<file path="src/rtl/y_alu_pkg.sv">
// Shared constants for the sequential ALU: op codes, FSM state encoding and default width.
// The MUL op code is only executed when YALU_MUL_EN is defined; otherwise it is reserved.
package y_alu_pkg;

  localparam int YALU_WIDTH = 32;

  localparam logic [2:0] OP_AND = 3'b000;
  localparam logic [2:0] OP_OR  = 3'b001;
  localparam logic [2:0] OP_ADD = 3'b010;
  localparam logic [2:0] OP_MUL = 3'b011;
  localparam logic [2:0] OP_SUB = 3'b110;
  localparam logic [2:0] OP_SLT = 3'b111;

  typedef logic [1:0] state_t;
  localparam state_t ST_IDLE = 2'b00;
  localparam state_t ST_BUSY = 2'b01;
  localparam state_t ST_DONE = 2'b10;

endpackage

</file>
<file path="src/rtl/y_mul_seq.sv">
// Shift-add multiplier returning the low WIDTH bits of the unsigned product, one step per cycle.
// done and product are combinational on the last step so the caller can register the result on that edge.
module y_mul_seq
  import y_alu_pkg::*;
#(
  parameter int WIDTH = YALU_WIDTH
) (
  input  logic             clk,
  input  logic             reset,
  input  logic             start,
  input  logic [WIDTH-1:0] a,
  input  logic [WIDTH-1:0] b,
  output logic             done,
  output logic [WIDTH-1:0] product
);

  localparam int CW = $clog2(WIDTH + 1);

  logic [WIDTH-1:0] mcand_reg;
  logic [WIDTH-1:0] mplier_reg;
  logic [WIDTH-1:0] acc_reg;
  logic [CW-1:0]    cnt_reg;
  logic             run_reg;
  logic [WIDTH-1:0] addend;

  assign addend  = mplier_reg[0] ? mcand_reg : '0;
  assign product = acc_reg + addend;
  // cnt_reg counts completed steps; the WIDTH-th step is the one in flight when it reads WIDTH-1
  assign done    = run_reg && (cnt_reg == CW'(WIDTH - 1));

  always_ff @(posedge clk or posedge reset) begin
    if (reset) begin
      mcand_reg  <= '0;
      mplier_reg <= '0;
      acc_reg    <= '0;
      cnt_reg    <= '0;
      run_reg    <= 1'b0;
    end else if (start) begin
      mcand_reg  <= a;
      mplier_reg <= b;
      acc_reg    <= '0;
      cnt_reg    <= '0;
      run_reg    <= 1'b1;
    end else if (run_reg) begin
      acc_reg    <= product;
      mcand_reg  <= mcand_reg << 1;
      mplier_reg <= mplier_reg >> 1;
      cnt_reg    <= cnt_reg + 1'b1;
      if (done) begin
        run_reg <= 1'b0;
      end
    end
  end

endmodule

</file>
<file path="src/rtl/y_alu_seq.sv">
// Sequential ALU with valid/ready handshakes on both sides; single-cycle logic/arith ops and an
// optional WIDTH-cycle multiply enabled by the YALU_MUL_EN macro (absent: op 011 is reserved).
module y_alu_seq
  import y_alu_pkg::*;
#(
  parameter int WIDTH = YALU_WIDTH
) (
  input  logic             clk,
  input  logic             reset,
  input  logic             in_valid,
  output logic             in_ready,
  input  logic [WIDTH-1:0] a,
  input  logic [WIDTH-1:0] b,
  input  logic [2:0]       op,
  output logic             out_valid,
  input  logic             out_ready,
  output logic [WIDTH-1:0] z,
  output logic             zero,
  output logic             cout,
  output logic             err
);

  state_t           state_reg, state_next;
  logic [WIDTH-1:0] z_reg, z_next;
  logic             zero_reg, zero_next;
  logic             cout_reg, cout_next;
  logic             err_reg, err_next;

  logic             accept;
  logic [WIDTH-1:0] alu_z;
  logic             alu_cout;
  logic             alu_err;
  logic [WIDTH:0]   sum_add;
  logic [WIDTH:0]   sum_sub;
  logic             slt;

  assign in_ready  = (state_reg == ST_IDLE) || ((state_reg == ST_DONE) && out_ready);
  assign accept    = in_valid && in_ready;
  assign out_valid = (state_reg == ST_DONE);

  assign z    = z_reg;
  assign zero = zero_reg;
  assign cout = cout_reg;
  assign err  = err_reg;

`ifdef YALU_MUL_EN
  logic             mul_start;
  logic             mul_done;
  logic [WIDTH-1:0] mul_product;

  assign mul_start = accept && (op == OP_MUL);

  y_mul_seq #(.WIDTH(WIDTH)) u_mul (
    .clk     (clk),
    .reset   (reset),
    .start   (mul_start),
    .a       (a),
    .b       (b),
    .done    (mul_done),
    .product (mul_product)
  );
`else
  logic mul_start;
  assign mul_start = 1'b0;
`endif

  // Subtraction as a + ~b + 1 so the carry out doubles as the "no borrow" flag
  assign sum_add = {1'b0, a} + {1'b0, b};
  assign sum_sub = {1'b0, a} + {1'b0, ~b} + {{WIDTH{1'b0}}, 1'b1};
  assign slt     = $signed(a) < $signed(b);

  always_comb begin
    alu_z    = '0;
    alu_cout = 1'b0;
    alu_err  = 1'b0;
    case (op)
      OP_AND: alu_z = a & b;
      OP_OR:  alu_z = a | b;
      OP_ADD: begin
        alu_z    = sum_add[WIDTH-1:0];
        alu_cout = sum_add[WIDTH];
      end
      OP_SUB: begin
        alu_z    = sum_sub[WIDTH-1:0];
        alu_cout = sum_sub[WIDTH];
      end
      OP_SLT: alu_z = {{(WIDTH-1){1'b0}}, slt};
      default: alu_err = 1'b1;
    endcase
  end

  always_comb begin
    state_next = state_reg;
    z_next     = z_reg;
    zero_next  = zero_reg;
    cout_next  = cout_reg;
    err_next   = err_reg;
    case (state_reg)
      ST_IDLE, ST_DONE: begin
        if (accept) begin
          if (mul_start) begin
            state_next = ST_BUSY;
          end else begin
            state_next = ST_DONE;
            z_next     = alu_z;
            zero_next  = (alu_z == '0);
            cout_next  = alu_cout;
            err_next   = alu_err;
          end
        end else if ((state_reg == ST_DONE) && out_ready) begin
          state_next = ST_IDLE;
        end
      end
`ifdef YALU_MUL_EN
      ST_BUSY: begin
        if (mul_done) begin
          state_next = ST_DONE;
          z_next     = mul_product;
          zero_next  = (mul_product == '0);
          cout_next  = 1'b0;
          err_next   = 1'b0;
        end
      end
`endif
      default: state_next = ST_IDLE;
    endcase
  end

  always_ff @(posedge clk or posedge reset) begin
    if (reset) begin
      state_reg <= ST_IDLE;
      z_reg     <= '0;
      zero_reg  <= 1'b1;
      cout_reg  <= 1'b0;
      err_reg   <= 1'b0;
    end else begin
      state_reg <= state_next;
      z_reg     <= z_next;
      zero_reg  <= zero_next;
      cout_reg  <= cout_next;
      err_reg   <= err_next;
    end
  end

endmodule

</file>
<file path="config.mk">
export PLATFORM = sky130hd
export DESIGN_NAME = y_alu_seq
export DESIGN_NICKNAME = d
export VERILOG_FILES = /design/src/rtl/y_alu_pkg.sv /design/src/rtl/y_mul_seq.sv /design/src/rtl/y_alu_seq.sv
export SDC_FILE = /design/constraint.sdc
export NUM_CORES = 1
export LEC_CHECK = 0
export ABC_AREA = 1
export CORE_MARGIN = 5
export CORE_UTILIZATION = 58
export CTS_CLUSTER_DIAMETER = 60
export DETAILED_ROUTE_END_ITERATION = 8
export PLACE_DENSITY = 0.84
export SYNTH_ARGS = -nofsm -noshare
export SYNTH_HDL_FRONTEND = slang
export SYNTH_SLANG_ARGS = --single-unit
</file>
<file path="constraint.sdc">
create_clock -name clk -period 1.95 [get_ports clk]
set_clock_uncertainty 0.2 [all_clocks]
set_input_delay 0.39 -clock clk [delete_from_list [all_inputs] [get_ports clk]]
set_output_delay 0.39 -clock clk [all_outputs]
set_load 0.02 [all_outputs]
</file>
==> reports/qor.yml, run 1 <==
outcome:
  outcome: "did not finish"
  lastStage: "clock tree synthesis (4_1_cts)"
  error_line: "[ERROR DPL-0038] Utilization greater than 100%, impossible to legalize"
clock_tree:
  clock_sinks: 36
  cts.repair.resized: 749
  ctsHoldBuffers: 0
  numCtsBuffers: 5
  htree_num_levels: 2
  root_buffer: "clkbuf_16"
  cts_setup_buffers: 80
  clock_path_buffers: 2
synth:
  ys_ff_latch: 36
  yosys_warnings: 0
  syn_area_per_cell_um2: 5.355
  synth-seq-area-share_pct: 11.81
  synth_ff_type: "dfrtp_1"
  synth_fp_nets: 1595
  synthCells: 1426
  synth-edff-count: 0
  syn_area_mm2: 0.007636
  synth_cell_types: 41
  async_flop_share_pct: 100.0
placement:
  routabilityCongestion: 1.082
  io_buffers: 107
  hpwl_mm: 27.10
floorplan:
  start_util_pct: 58.36
  core.rowCount: 42
  die_w_um: 124.7
  die_h_um: 124.7
  ios: 108
-- stage by stage --
stage / std cells / TNS (ns) / instance area [µm²] / utilization [%] / worst slack, ns
floorplan: 1426 / -1.708 / 8384 / - / -0.3160
global placement: 1931 / -33.16 / 11460 / 87.56 / -1.240
detailed placement: 1931 / -37.01 / 11460 / 87.56 / -1.358
-- cells by family after synthesis --
family          count (synthesis)  share of synthesized area, %
compound gates                142                         10.42
fa+ha+maj                      98                         16.25
buf+inv                       342                         17.47
flops                          36                         11.81
simple gates                  808                         44.04
-- Yosys cell counts (all sizes together) (13+ instances only) --
cell type / number / area (µm²)
inv: 302 / 1134
nand2: 499 / 1906
a21oi: 56 / 295.3
ha: 96 / 1201
buf: 25 / 141.4
nand4: 13 / 81.33
o22ai: 23 / 143.9
clkbuf: 13 / 51.30
nor2: 143 / 556.8
o21ai: 50 / 254.0
dfrtp: 35 / 875.8
nand3: 126 / 635.6
==> run 2: changes to the inputs <==
CORE_UTILIZATION = 40   (was 58)
CTS_CLUSTER_DIAMETER = unset   (was 60)
PLACE_DENSITY = unset   (was 0.84)
PLACE_DENSITY_LB_ADDON = 0.15   (was unset)
==> reports/qor.yml, run 2 <==
outcome:
  outcome: "finished with violations"  # was did not finish
  violations: "negative setup slack"
synth:
  async_flop_share_pct: 100.0  # unchanged
  synth_largest_area_cell: "nand2_1"  # unchanged
  synth_top_area_share_pct: 23.99  # unchanged
  synth_cell_types: 41  # unchanged
  yosys_warnings: 0  # unchanged
  synth-edff-count: 0  # unchanged
  synth-seq-area-share_pct: 11.81  # unchanged
  syn_area_mm2: 0.007636  # unchanged
  synthTopCellsByArea: "nand2_1 (24%), ha_1 (16%), inv_1 (15%), dfrtp_1 (11%), nand3_1 (8.2%)"  # unchanged
  syn_area_per_cell_um2: 5.355  # unchanged
  synthCells: 1426  # unchanged
  synth.most_common_cell: "nand2_1"  # unchanged
  synth_ff_type: "dfrtp_1"  # unchanged
  synth_fp_nets: 1595  # unchanged
  synth_commonest_cells: "nand2_1 (488), inv_1 (300), nor2_1 (137)"  # unchanged
  ys_ff_latch: 36  # unchanged
final_layout:
  final_common_cell: "buf_4"
  final_area_mm2: 0.01462
  antenna_cells: 0
  fin_nets: 2060
  syn_to_final_growth_pct: 91.50
  drive_above_1_share_pct: 54.12
  nFillCells: 1441
  largest_reg_flops: 32
  layout_common_cells: "buf_4 (324), nand2_1 (321), inv_1 (185)"
floorplan:
  start_util_pct: 40.69  # was 58.36%
  die_w_um: 148.2  # was 124.7 µm
  ios: 108  # unchanged
  core.rowCount: 50  # was 42
  coreArea_mm2: 0.01877
  die_h_um: 148.2  # was 124.7 µm
  dieArea_mm2: 0.02195
power:
  vdd_ir_drop_max_mv: 0.3340
  p_clk_share_pct: 14.3
  power_frac_comb_pct: 71.0
  p_int_mw: 3.524
  power_frac_seq_pct: 14.7
  p_sw_mw: 2.730
  powerDensity_mw_per_mm2: 427.7
  swShare_pct: 43.65
  leakage_nw: 7.631
  finalPower_mw: 6.254
drt:
  wl_per_cell_um: 15.96
  drt_iter0_drc: 811
  wl_mm: 33.92
  ant_nets: 0
  num_vias: 10712
  first_pass_iters: 5
  vias_per_cell: 5.039
  drc: 0
placement:
  hpwl_mm: 26.38  # was 27.10 mm
  io_buffers: 107  # unchanged
  place_area_mm2: 0.01174  # was 0.01146 mm²
  routabilityCongestion: 1.005  # was 1.082
clock_tree:
  clock_sinks: 36  # unchanged
  numCtsBuffers: 5  # unchanged
  root_buffer: "clkbuf_16"  # unchanged
  htree_num_levels: 2  # unchanged
  clock_path_buffers: 2  # unchanged
  clk_pin_slew_worst_paths_ns: 0.05
  worstSkewPairLatency_ns: 0.28
  ctsHoldBuffers: 0  # unchanged
  cts_tree: "done"
timing:
  period_needed_ns: 2.526
  final.setup.worst_slack_ns: -0.5765
  relSlewSlack_pct: 66.22
  finalCritPeriodShare_pct: 129.6
  worst_slew_pin_slew_ns: 0.5014
  fmax_ghz: 0.3958
  rsz0062_at_grt: "yes"
  setup_violations: 31
  report.final.hold_viol_count: 0
  drv_slew: 0
  hold_ws_ns: 0.2680
global_routing:
  grt_pass1_wl_mm: 52.59
  overflow: 0
  first_global_vias: 10584
  track_usage_pct: 29.55
  grt_max_degree: 51
  antenna_found_initial: 0
worst_setup_path:
  required_ns: 1.97
  crit_path_start_kind: "primary input"
  path_max_fanout: 4
  worstSetupPathType: "primary input to flip-flop"
  worstSetupEndpointType: "flip-flop"
  worstPathArrival_ns: 2.55
job:
  cap_violations: 0
hold_path:
  hold_path.class: "primary input to asynchronous set/reset pin"
-- run 2: through the flow --
step	setup WS [ns]	utilization (%)	TNS (ns)	instances
global placement	-1.346	62.53	-34.98	2018
finish	-0.5765	77.91	-9.702	2126
floorplan	-0.3160	-	-1.708	1426
CTS	-0.4791	74.39	-7.293	2104
global route	-0.7166	77.91	-13.29	2126
detailed placement	-1.393	62.53	-36.47	2018
-- run 2: kinds of logic after synthesis --
family                   count (synthesis)  synth area share [%]
AO/OA/AOI/OAI                          142                 10.42
adder cells (fa/ha/maj)                 98                 16.25
buffers and inverters                  342                 17.47
flip-flops                              36                 11.81
AND/OR/NAND/NOR                        808                 44.04
-- run 2: layout make-up --
class | count | area [µm²] | share of cell area, %
Tap cell | 234 | 292.8 | 2.002
Timing Repair Buffer | 496 | 4285 | 29.31
Multi-Input combinational cell | 1048 | 7769 | 53.13
Clock buffer | 5 | 125.1 | 0.8557
Clock inverter | 3 | 42.54 | 0.2909
Sequential cell | 36 | 902.1 | 6.169
Inverter | 304 | 1206 | 8.248
-- run 2: final timing paths --
path                                          start  depth (start not counted)                end  slack (ns)
max                                            b[1]                         21   zero$_DFFE_PP1P_       -0.58
min                                           reset                          3  z[27]$_DFFE_PP0P_        0.27
max reg2reg                state_reg[1]$_DFFE_PP0P_                         13   zero$_DFFE_PP1P_        0.15
min reg2reg                       z[23]$_DFFE_PP0P_                          2  z[23]$_DFFE_PP0P_        0.27
max in group asynchronous                     reset                          3   zero$_DFFE_PP1P_        1.04
min in group clk                  z[23]$_DFFE_PP0P_                          2  z[23]$_DFFE_PP0P_        0.27
-- run 2: what timing repair did --
| action | 4_1_cts | 5_1_grt |
|---|---|---|
| setup endpoints to repair | 36 | 33 |
| pin swaps | 232 | 102 |
| buffers inserted | 85 | 24 |
| hold endpoints to repair | 0 | 0 |
| resized for setup | 723 | 143 |
| gates cloned | 1 | 0 |
-- run 2: worst max-delay path, cell delays in order --
cell	delay, ns
buf_8	0.08
clkinvlp_4	0.11
buf_6	0.15
fa_2	0.41
inv_2	0.09
nand2_2	0.07
nand2_2	0.08
nand3_2	0.08
nand2_4	0.10
nand2_2	0.07
nand2_2	0.08
nand2_1	0.08
nand2_1	0.07
nand2_1	0.06
nand3_2	0.08
nand3_4	0.09
nor2_1	0.11
nand2_1	0.08
nor2_2	0.14
nand3_2	0.08
nand2_1	0.06
-- run 2: power by group through the flow --
stage | sequential [mW] | combinational (mW) | clock (mW)
floorplan | 1.07 | 1.64 | 0
global placement | 0.929 | 3.33 | 0
detailed placement | 0.933 | 3.36 | 0
CTS | 0.921 | 4.09 | 0.909
global route | 0.940 | 4.76 | 0.937
finish | 0.922 | 4.44 | 0.893
-- run 2: layer usage --
layer,vias up,share of wire (%),global-route usage [%]
met2,387,48,51.20
li1,5303,-,-
met1,4968,43,38.65
met5,-,0,0
met4,0,2.0,7.113
met3,54,7.2,4.570
No activity file was read; power rests on OpenSTA's default activity.
